File: src/rtl/main_pkg.sv
// main_pkg: shared definitions for the LNS MAC datapath and its operand feeder.
//   IN_BITS         - LNS operand width minus one (operands are IN_BITS+1 bits, signed)
//   feeder_state_t  - operand feeder FSM states; the CLR state exists only when
//                     LNS_FEEDER_AUTO_CLR_EN is defined
//   lns_pair_t      - one staged operand pair {x, y, x_sign, y_sign}
package main_pkg;

  localparam int unsigned IN_BITS = 15;

`ifdef LNS_FEEDER_AUTO_CLR_EN
  typedef enum logic [1:0] {
    ST_IDLE   = 2'd0,
    ST_CLR    = 2'd1,
    ST_STREAM = 2'd2,
    ST_DONE   = 2'd3
  } feeder_state_t;
`else
  typedef enum logic [1:0] {
    ST_IDLE   = 2'd0,
    ST_STREAM = 2'd2,
    ST_DONE   = 2'd3
  } feeder_state_t;
`endif

  typedef struct packed {
    logic signed [IN_BITS:0] x;
    logic signed [IN_BITS:0] y;
    logic                    x_sign;
    logic                    y_sign;
  } lns_pair_t;

endpackage

File: src/rtl/lns_pair_fifo.sv
// lns_pair_fifo: show-ahead FIFO of lns_pair_t entries.
//   clk, rstn   - clock, asynchronous active-low reset (empties the FIFO, zeroes storage)
//   push_i      - write request; ignored while full (no bypass through a same-cycle pop)
//   wr_data_i   - pair to write
//   pop_i       - read request; ignored while empty
//   rd_data_o   - head entry, valid whenever empty_o is low
//   full_o      - all DEPTH entries occupied
//   empty_o     - no entries
//   count_o     - current occupancy, 0..DEPTH
// DEPTH must be a power of two (pointers wrap by natural overflow) and at least 2.
module lns_pair_fifo
  import main_pkg::*;
#(
  parameter int unsigned DEPTH = 8
) (
  input  logic                       clk,
  input  logic                       rstn,
  input  logic                       push_i,
  input  lns_pair_t                  wr_data_i,
  input  logic                       pop_i,
  output lns_pair_t                  rd_data_o,
  output logic                       full_o,
  output logic                       empty_o,
  output logic [$clog2(DEPTH):0]     count_o
);

  localparam int unsigned AW = $clog2(DEPTH);

  lns_pair_t       mem_q [DEPTH];
  logic [AW-1:0]   wr_ptr_q;
  logic [AW-1:0]   rd_ptr_q;
  logic [AW:0]     count_q;
  logic [AW:0]     count_d;
  logic            push;
  logic            pop;

  assign full_o  = (count_q == (AW+1)'(DEPTH));
  assign empty_o = (count_q == '0);
  assign push    = push_i && !full_o;
  assign pop     = pop_i && !empty_o;

  always_comb begin
    count_d = count_q;
    unique case ({push, pop})
      2'b10:   count_d = count_q + (AW+1)'(1);
      2'b01:   count_d = count_q - (AW+1)'(1);
      default: count_d = count_q;
    endcase
  end

  // Storage is reset so the head (and hence the MAC operand outputs) reads as
  // zero after reset, including a reset that lands mid-vector.
  always_ff @(posedge clk or negedge rstn) begin
    if (!rstn) begin
      wr_ptr_q <= '0;
      rd_ptr_q <= '0;
      count_q  <= '0;
      for (int unsigned i = 0; i < DEPTH; i++) begin
        mem_q[i] <= '0;
      end
    end else begin
      if (push) begin
        mem_q[wr_ptr_q] <= wr_data_i;
        wr_ptr_q        <= wr_ptr_q + AW'(1);
      end
      if (pop) begin
        rd_ptr_q <= rd_ptr_q + AW'(1);
      end
      count_q <= count_d;
    end
  end

  assign rd_data_o = mem_q[rd_ptr_q];
  assign count_o   = count_q;

endmodule

File: src/rtl/lns_operand_feeder.sv
// lns_operand_feeder: stages LNS operand pairs in a FIFO and streams exactly
// vec_len pairs into the LNS MAC's data_in_valid/data_in_enable handshake.
//   clk, rstn                          - clock, asynchronous active-low reset
//   wr_valid/wr_ready                  - host write handshake (wr_ready = !full)
//   wr_x, wr_y, wr_x_sign, wr_y_sign   - operand pair from the host
//   vec_len, start                     - vector length, sampled on a start pulse in IDLE
//   mac_data_in_valid/mac_data_in_enable - MAC handshake; a transfer pops the FIFO
//   mac_x, mac_y, mac_x_sign, mac_y_sign - FIFO head, driven straight to the MAC
//   mac_clr                            - one-cycle accumulator clear before each vector
//   busy, done                         - vector in progress / one-cycle completion pulse
//   fill_level                         - FIFO occupancy
// Build option: LNS_FEEDER_AUTO_CLR_EN adds the CLR state and drives mac_clr;
// without it mac_clr is tied low and the host clears the MAC itself.
module lns_operand_feeder
  import main_pkg::*;
#(
  parameter int unsigned DEPTH    = 8,
  parameter int unsigned LEN_BITS = 8
) (
  input  logic                       clk,
  input  logic                       rstn,
  input  logic                       wr_valid,
  output logic                       wr_ready,
  input  logic signed [IN_BITS:0]    wr_x,
  input  logic signed [IN_BITS:0]    wr_y,
  input  logic                       wr_x_sign,
  input  logic                       wr_y_sign,
  input  logic [LEN_BITS-1:0]        vec_len,
  input  logic                       start,
  output logic                       mac_data_in_valid,
  input  logic                       mac_data_in_enable,
  output logic signed [IN_BITS:0]    mac_x,
  output logic signed [IN_BITS:0]    mac_y,
  output logic                       mac_x_sign,
  output logic                       mac_y_sign,
  output logic                       mac_clr,
  output logic                       busy,
  output logic                       done,
  output logic [$clog2(DEPTH):0]     fill_level
);

  feeder_state_t         state_q;
  logic [LEN_BITS-1:0]   cnt_q;
  logic                  busy_q;
  logic                  done_q;
  logic                  xfer;
  logic                  fifo_full;
  logic                  fifo_empty;
  lns_pair_t             wr_pair;
  lns_pair_t             head;

  assign wr_pair = '{x: wr_x, y: wr_y, x_sign: wr_x_sign, y_sign: wr_y_sign};

  lns_pair_fifo #(
    .DEPTH (DEPTH)
  ) u_fifo (
    .clk       (clk),
    .rstn      (rstn),
    .push_i    (wr_valid),
    .wr_data_i (wr_pair),
    .pop_i     (xfer),
    .rd_data_o (head),
    .full_o    (fifo_full),
    .empty_o   (fifo_empty),
    .count_o   (fill_level)
  );

  assign wr_ready = !fifo_full;

  // Valid is decoded from registered state and occupancy so a pair written at
  // edge k can be offered in cycle k+1; it is low in every state but STREAM.
  assign mac_data_in_valid = (state_q == ST_STREAM) && !fifo_empty;
  assign xfer              = mac_data_in_valid && mac_data_in_enable;

  assign mac_x      = head.x;
  assign mac_y      = head.y;
  assign mac_x_sign = head.x_sign;
  assign mac_y_sign = head.y_sign;

`ifdef LNS_FEEDER_AUTO_CLR_EN
  logic clr_q;
  assign mac_clr = clr_q;
`else
  assign mac_clr = 1'b0;
`endif

  // done_q/clr_q are set on the transition into DONE/CLR so each is high for
  // exactly the one cycle spent in that state.
  always_ff @(posedge clk or negedge rstn) begin
    if (!rstn) begin
      state_q <= ST_IDLE;
      cnt_q   <= '0;
      busy_q  <= 1'b0;
      done_q  <= 1'b0;
`ifdef LNS_FEEDER_AUTO_CLR_EN
      clr_q   <= 1'b0;
`endif
    end else begin
      done_q <= 1'b0;
`ifdef LNS_FEEDER_AUTO_CLR_EN
      clr_q  <= 1'b0;
`endif
      case (state_q)
        ST_IDLE: begin
          if (start) begin
            cnt_q  <= vec_len;
            busy_q <= 1'b1;
            if (vec_len == '0) begin
              state_q <= ST_DONE;
              done_q  <= 1'b1;
            end else begin
`ifdef LNS_FEEDER_AUTO_CLR_EN
              state_q <= ST_CLR;
              clr_q   <= 1'b1;
`else
              state_q <= ST_STREAM;
`endif
            end
          end
        end
`ifdef LNS_FEEDER_AUTO_CLR_EN
        ST_CLR: begin
          state_q <= ST_STREAM;
        end
`endif
        ST_STREAM: begin
          if (xfer) begin
            cnt_q <= cnt_q - LEN_BITS'(1);
            if (cnt_q == LEN_BITS'(1)) begin
              state_q <= ST_DONE;
              done_q  <= 1'b1;
            end
          end
        end
        ST_DONE: begin
          busy_q  <= 1'b0;
          state_q <= ST_IDLE;
        end
        default: begin
          busy_q  <= 1'b0;
          state_q <= ST_IDLE;
        end
      endcase
    end
  end

  assign busy = busy_q;
  assign done = done_q;

endmodule

File: config.mk
export PLATFORM = sky130hd
export DESIGN_NAME = lns_operand_feeder
export DESIGN_NICKNAME = d
export VERILOG_FILES = /design/src/rtl/main_pkg.sv /design/src/rtl/lns_pair_fifo.sv /design/src/rtl/lns_operand_feeder.sv
export SDC_FILE = /design/constraint.sdc
export NUM_CORES = 1
export LEC_CHECK = 0
export CORE_ASPECT_RATIO = 0.5
export CORE_MARGIN = 2
export CORE_UTILIZATION = 45
export CTS_BUF_LIST = sky130_fd_sc_hd__clkbuf_2 sky130_fd_sc_hd__clkbuf_4 sky130_fd_sc_hd__clkbuf_8
export CTS_CLUSTER_SIZE = 40
export DETAILED_ROUTE_END_ITERATION = 7
export PLACE_DENSITY = 0.74
export SKIP_CTS_REPAIR_TIMING = 1
export SLEW_MARGIN = 20
export SYNTH_ARGS = -nofsm -noshare
export SYNTH_HDL_FRONTEND = slang
export SYNTH_SLANG_ARGS = --single-unit
export TNS_END_PERCENT = 50
File: constraint.sdc
create_clock -name clk -period 2.7 [get_ports clk]
set_clock_uncertainty 0.2 [all_clocks]
set_input_delay 0.54 -clock clk [delete_from_list [all_inputs] [get_ports clk]]
set_output_delay 0.54 -clock clk [all_outputs]
set_load 0.03 [all_outputs]
# Yosys cells after proc, flatten, opt, wreduce, memory -nomap -nowiden
# Index checks and enable logic that the tools add are counted.
# totals
register_bits,294
latchBits,0
ram_bits,0
mem_bits_ro,0
memories,0
# op_classes
n_addsub,5
mul,0
n_div,0
magnitude_cmp,3
n_eq_ne,8
shifts,0
muxes,22
n_bitwise,3
reduce_logical,15
# ops
op,count
$bwmux W272,1
$bmux W34 S3,1
$demux W34 S3,1
$mux W34,3
$mux W8,2
$pmux W8 S2,1
$eq A8 B1 Y1 const B,1
$ge A4 B4 Y1 const B,2
$logic_not A8 Y1,1
$not A3 Y4,2
$pmux W4 S2,1
$sub A8 B1 Y8 const B,1
$add A3 B1 Y3 const B,2
$mux W1,6
$mux W2,3
$reduce_and A3 Y1,2
$logic_and A1 B1 Y1,5
$add A4 B1 Y4 const B,1
$eq A2 B2 Y1 const B,2
$eq A4 B4 Y1 const B,1
$logic_not A4 Y1,1
$lt A4 B1 Y1 const B,1
$ne A2 B1 Y1 const B,2
$pmux W1 S2,2
other kinds (9),11

# Depth between registers and ports, before layout
# depth
depth_word,7
depth_mapped,11
ltp_nobuf,10

# Modules after synthesis
# A second synthesis with hierarchy kept.
# hier_totals
cells_unflattened,852
area_unflattened_um2,14172.3
# by_module_without_submodules
mod,n_inst,cells_each,area_each_um2
lns_pair_fifo,1,762,13397.8
lns_operand_feeder,1,90,774.5

# Least setup slack after synthesis
# OpenSTA, ideal clock, no wires.
# synth_path
path_type,reg-to-reg
from,reg u_fifo.count_q[2] (netlist: u_fifo.count_o[2])
to,reg u_fifo.count_q[2] (netlist: u_fifo.count_o[2])
setup_ps,139
t_arrival_ps,2520
slack_ps,-160
path_stages_with_launch,12
n_path_buf,1
period_less_slack_ps,2860
path_cell_list,dfrtp_1 or4b_4 and2_4 buf_6 inv_4 ha_1 xor2_1 ha_1 a21oi_1 xor2_1 nor2_1 xor2_1
# synth_lines
item,line_no,rtl
"start, declared",lns_pair_fifo.sv:32,logic [AW:0] count_q;
"start signal, assigned",lns_pair_fifo.sv:69,count_q <= count_d;
$eq A4 B4 Y1 *,lns_pair_fifo.sv:37,assign full_o = (count_q == (AW+1)'(DEPTH));
$logic_not A1 Y1 *,n/a,
via wr_ready,lns_operand_feeder.sv:23,"output logic wr_ready,"
$logic_and A1 B1 Y1 *,lns_pair_fifo.sv:39,assign push = push_i && !full_o;
$eq A2 B1 Y1 / $eq A2 B2 Y1 (equally long branches),lns_pair_fifo.sv:44,"unique case ({push, pop})"
$pmux W4 S2 / $reduce_bool A2 Y1 (equally long branches),n/a,
# The timed path passes the listed nets; every way through them passes the cells marked *.
# A chain may end at the register's enable or synchronous reset.

# Final worst setup path
# layout_path
from,reg u_fifo.rd_ptr_q[0]
to,out mac_y[9]
# layout_between
elab_chain_cells,4
# layout_rtl
item,line_no,rtl
"start, declared",lns_pair_fifo.sv:31,logic [AW-1:0] rd_ptr_q;
"start signal, assigned",lns_pair_fifo.sv:67,rd_ptr_q <= rd_ptr_q + AW'(1);
$not A3 Y4 (not written as such),lns_pair_fifo.sv:73,assign rd_data_o = mem_q[rd_ptr_q];
$bmux W34 S3,lns_pair_fifo.sv:73,
$mux W34 (not written as such) (2 in series),lns_pair_fifo.sv:73,
"end, declared",lns_operand_feeder.sv:33,"output logic signed [IN_BITS:0] mac_y,"
# No other way between the ends. The select of a mux whose other input is x is not followed.

==> results.toml <==
[flow_run]
cap_violations = 0

[cts]
clkLatencyLatePin_ns = 0.58
cts_tree = "done"
clk_pin_slew_ns = 0.07
h-tree-depth = 2
ctsLongestPathBuffers = 3
cts-buffers-inserted = 44
cts.sinks = 294
cts_root_buffer = "clkbuf_8"

[logic_synthesis]
syn-cell-area_mm2 = 0.01349
synth_top_area_cell = "dfrtp_1"
ys_ff_latch = 294
synthDistinctLibCells = 41
ys_top_cells_by_area = "dfrtp_1, mux2_2, mux4_2, mux2_4, buf_6"
yosys_warnings = 0
yosysMostFrequentCell = "dfrtp_1"
yosysSeqAreaShare = 0.5454
synth_edf_count = 0
async_reset_ff_frac = 1.000
syn_avg_cell_area_um2 = 16.21
synthFlopType = "dfrtp_1"
syn_inst = 832
syn-num-nets = 886
yosysTopAreaCellShare = 0.5454
synth_common_cells = "dfrtp_1, mux2_2, mux4_2, mux2_4, clkbuf_1"

[grt]
grt_pass1_vias = 8412
gr-total-overflow = 0
grt_max_degree = 76
grtUsageTotal = 0.1850
antenna_found_initial = 0
grt_first_pass_wirelength_mm = 46.16

[finish]
layout-drive-gt1-share = 0.5591
area.growth.synth_to_final_pct = 21.23
num_antenna_cells = 0
nets = 1018

[timing]
whs_ns = 0.2988
slew_viol_final = 0
maxSlewHeadroom = 0.5856
fin_setup_tns_ns = -9.859
setup_viol = 34
rsz0062_at_grt = "yes"
max_freq_mhz = 327.9
worst_slew_pin_slew_ns = 0.6216
finalHoldViolCount = 0
period_needed_ns = 3.050
postLayoutSetupSlackWorst_ns = -0.3501
post-route-period-util = 1.130

[place]
io_buffers = 88
routabilityCongestion = 0.7855
place_hpwl_mm = 17.28

[critical_path]
crit_chain = "buf_12 -> clkbuf_16 -> mux4_2 -> mux2_4 -> buf_6"
cp_slowest_cell = "mux4_2"
cp-end-kind = "primary output"
required_ns = 1.96
path_class = "flop to primary output"
slowest_delay_ns = 0.51
worstSetupStartpointType = "flop"
crit_fanout = 9
arrival_ns = 2.31

[detailed_routing]
via_per_inst = 5.516
route.met3.wl_um = 912
wl_per_cell_um = 20.45
ant_nets = 0
vias = 7662
route.detailed.drc = 0
dr_wl_met2_mm = 13.68
drtIter0Drc = 400
totalWireLength_mm = 28.41
routed.top_layer = "met4"
first_pass_iters = 6
wl_met1_mm = 13.25

[power_and_ir_drop]
power_density_mw_per_mm2 = 1385
ir_drop_uv = 533.3
power.total_w = 0.02266
p_leak_nw = 7.207

[floorplan]
die_area_mm2 = 0.03146
die_w_um = 248.9
ios = 90
fp.dieH_um = 126.4
initial_core_util = 0.4615
num_rows = 44
core_mm2 = 0.02923

[outcome]
violations = "setup timing"
status = "finished, violations left"

[worst_hold_path]
hold_class = "flop to flop"
-- cell type report --
class,instances,area [µm²]
Clock inverter,7,91.34
Fill cell,2236,12880
Inverter,6,25.02
Timing Repair Buffer,141,1619
Sequential cell,294,7367
Clock buffer,73,892.1
Multi-Input combinational cell,477,5871
Tap cell,391,489.2
-- power breakdown --
part	switching [W]	total (W)	internal [W]	leakage, nW
sequential	0.00122	0.00787	0.00664	3.53
combinational	0.00463	0.0108	0.00617	3.15
clock	0.00171	0.00399	0.00228	0.523
total	0.00756	0.0227	0.0151	7.21
-- worst paths after layout --
check,start,end,slack [ns],depth (start not counted)
worst max-delay path,u_fifo.rd_ptr_q[0]$_DFFE_PN0P_,mac_y[9],-0.35,5
worst min-delay path,u_fifo.mem_q[15]$_DFFE_PN0P_,u_fifo.mem_q[15]$_DFFE_PN0P_,0.30,1
worst max register to register,u_fifo.count_o[2]$_DFFE_PN0P_,u_fifo.count_o[2]$_DFFE_PN0P_,0.15,11
worst min register to register,u_fifo.mem_q[15]$_DFFE_PN0P_,u_fifo.mem_q[15]$_DFFE_PN0P_,0.30,1
max in group asynchronous,rstn,u_fifo.mem_q[214]$_DFFE_PN0P_,1.24,3
min in group asynchronous,rstn,u_fifo.mem_q[25]$_DFFE_PN0P_,0.34,2
-- registers in the layout (all words and copies together) (netlist names) --
name,cells
cnt_q,8
state_q,2
busy,1
u_fifo.rd_ptr_q,3
u_fifo.mem_q,272
u_fifo.count_o,4
done,1
u_fifo.wr_ptr_q,3
-- per-layer routing --
| layer | track usage | vias up |
|---|---|---|
| met3 | 0.03263 | 49 |
| met2 | 0.3022 | 103 |
| li1 | - | 3385 |
| met5 | 0 | - |
| met1 | 0.2573 | 4125 |
| met4 | 0.05276 | 0 |
-- layout by cell type (no fill, tap or decap), types with 6 or more instances in the layout --
cell type | netlist | layout
a21oi_1 | 8 | 8
buf_12 | 0 | 27
buf_2 | 14 | 15
buf_4 | 8 | 23
buf_6 | 8 | 16
clkbuf_4 | 0 | 18
clkbuf_8 | 0 | 55
clkdlybuf4s50_1 | 0 | 51
dfrtp_1 | 294 | 288
ha_1 | 7 | 6
mux2_2 | 274 | 262
mux2_4 | 34 | 46
mux4_2 | 68 | 68
nand2_1 | 9 | 9
nor2_1 | 15 | 15
o21ai_0 | 9 | 9
-- through the flow --
step           utilization  instance area (µm²)  cells  setup WS, ns
6_report            0.5595                16350   1389       -0.3501
4_1_cts             0.5521                16140   1378       -0.7204
3_3_place_gp        0.5185                15160   1298       -0.1071
2_1_floorplan            -                13510    832     -0.001154
3_5_place_dp        0.5185                15160   1298       -0.1166
5_1_grt             0.5595                16350   1389       -0.3992
-- critical path: cells and delay by family, from the launching register on --
kind                   cells  cell delay [ns]
buffers and inverters      3             0.47
multiplexers               2             0.80
flip-flops                 1             0.48
-- cells by family (layout without fill, tap and decap cells) --
logic type | Yosys count | count (layout) | share of synthesized area
muxes | 376 | 376 | 0.3801
DFF | 294 | 294 | 0.5454
buffers and inverters | 61 | 227 | 0.02514
and+or+nand+nor | 56 | 56 | 0.02411
AOI/OAI and AO/OA | 28 | 28 | 0.01271
xor gates and xnor gates | 9 | 9 | 0.005843
adders and majority gates | 7 | 7 | 0.006492
other | 1 | 1 | 0.0002780
No activity file was read; power rests on OpenSTA's default activity.
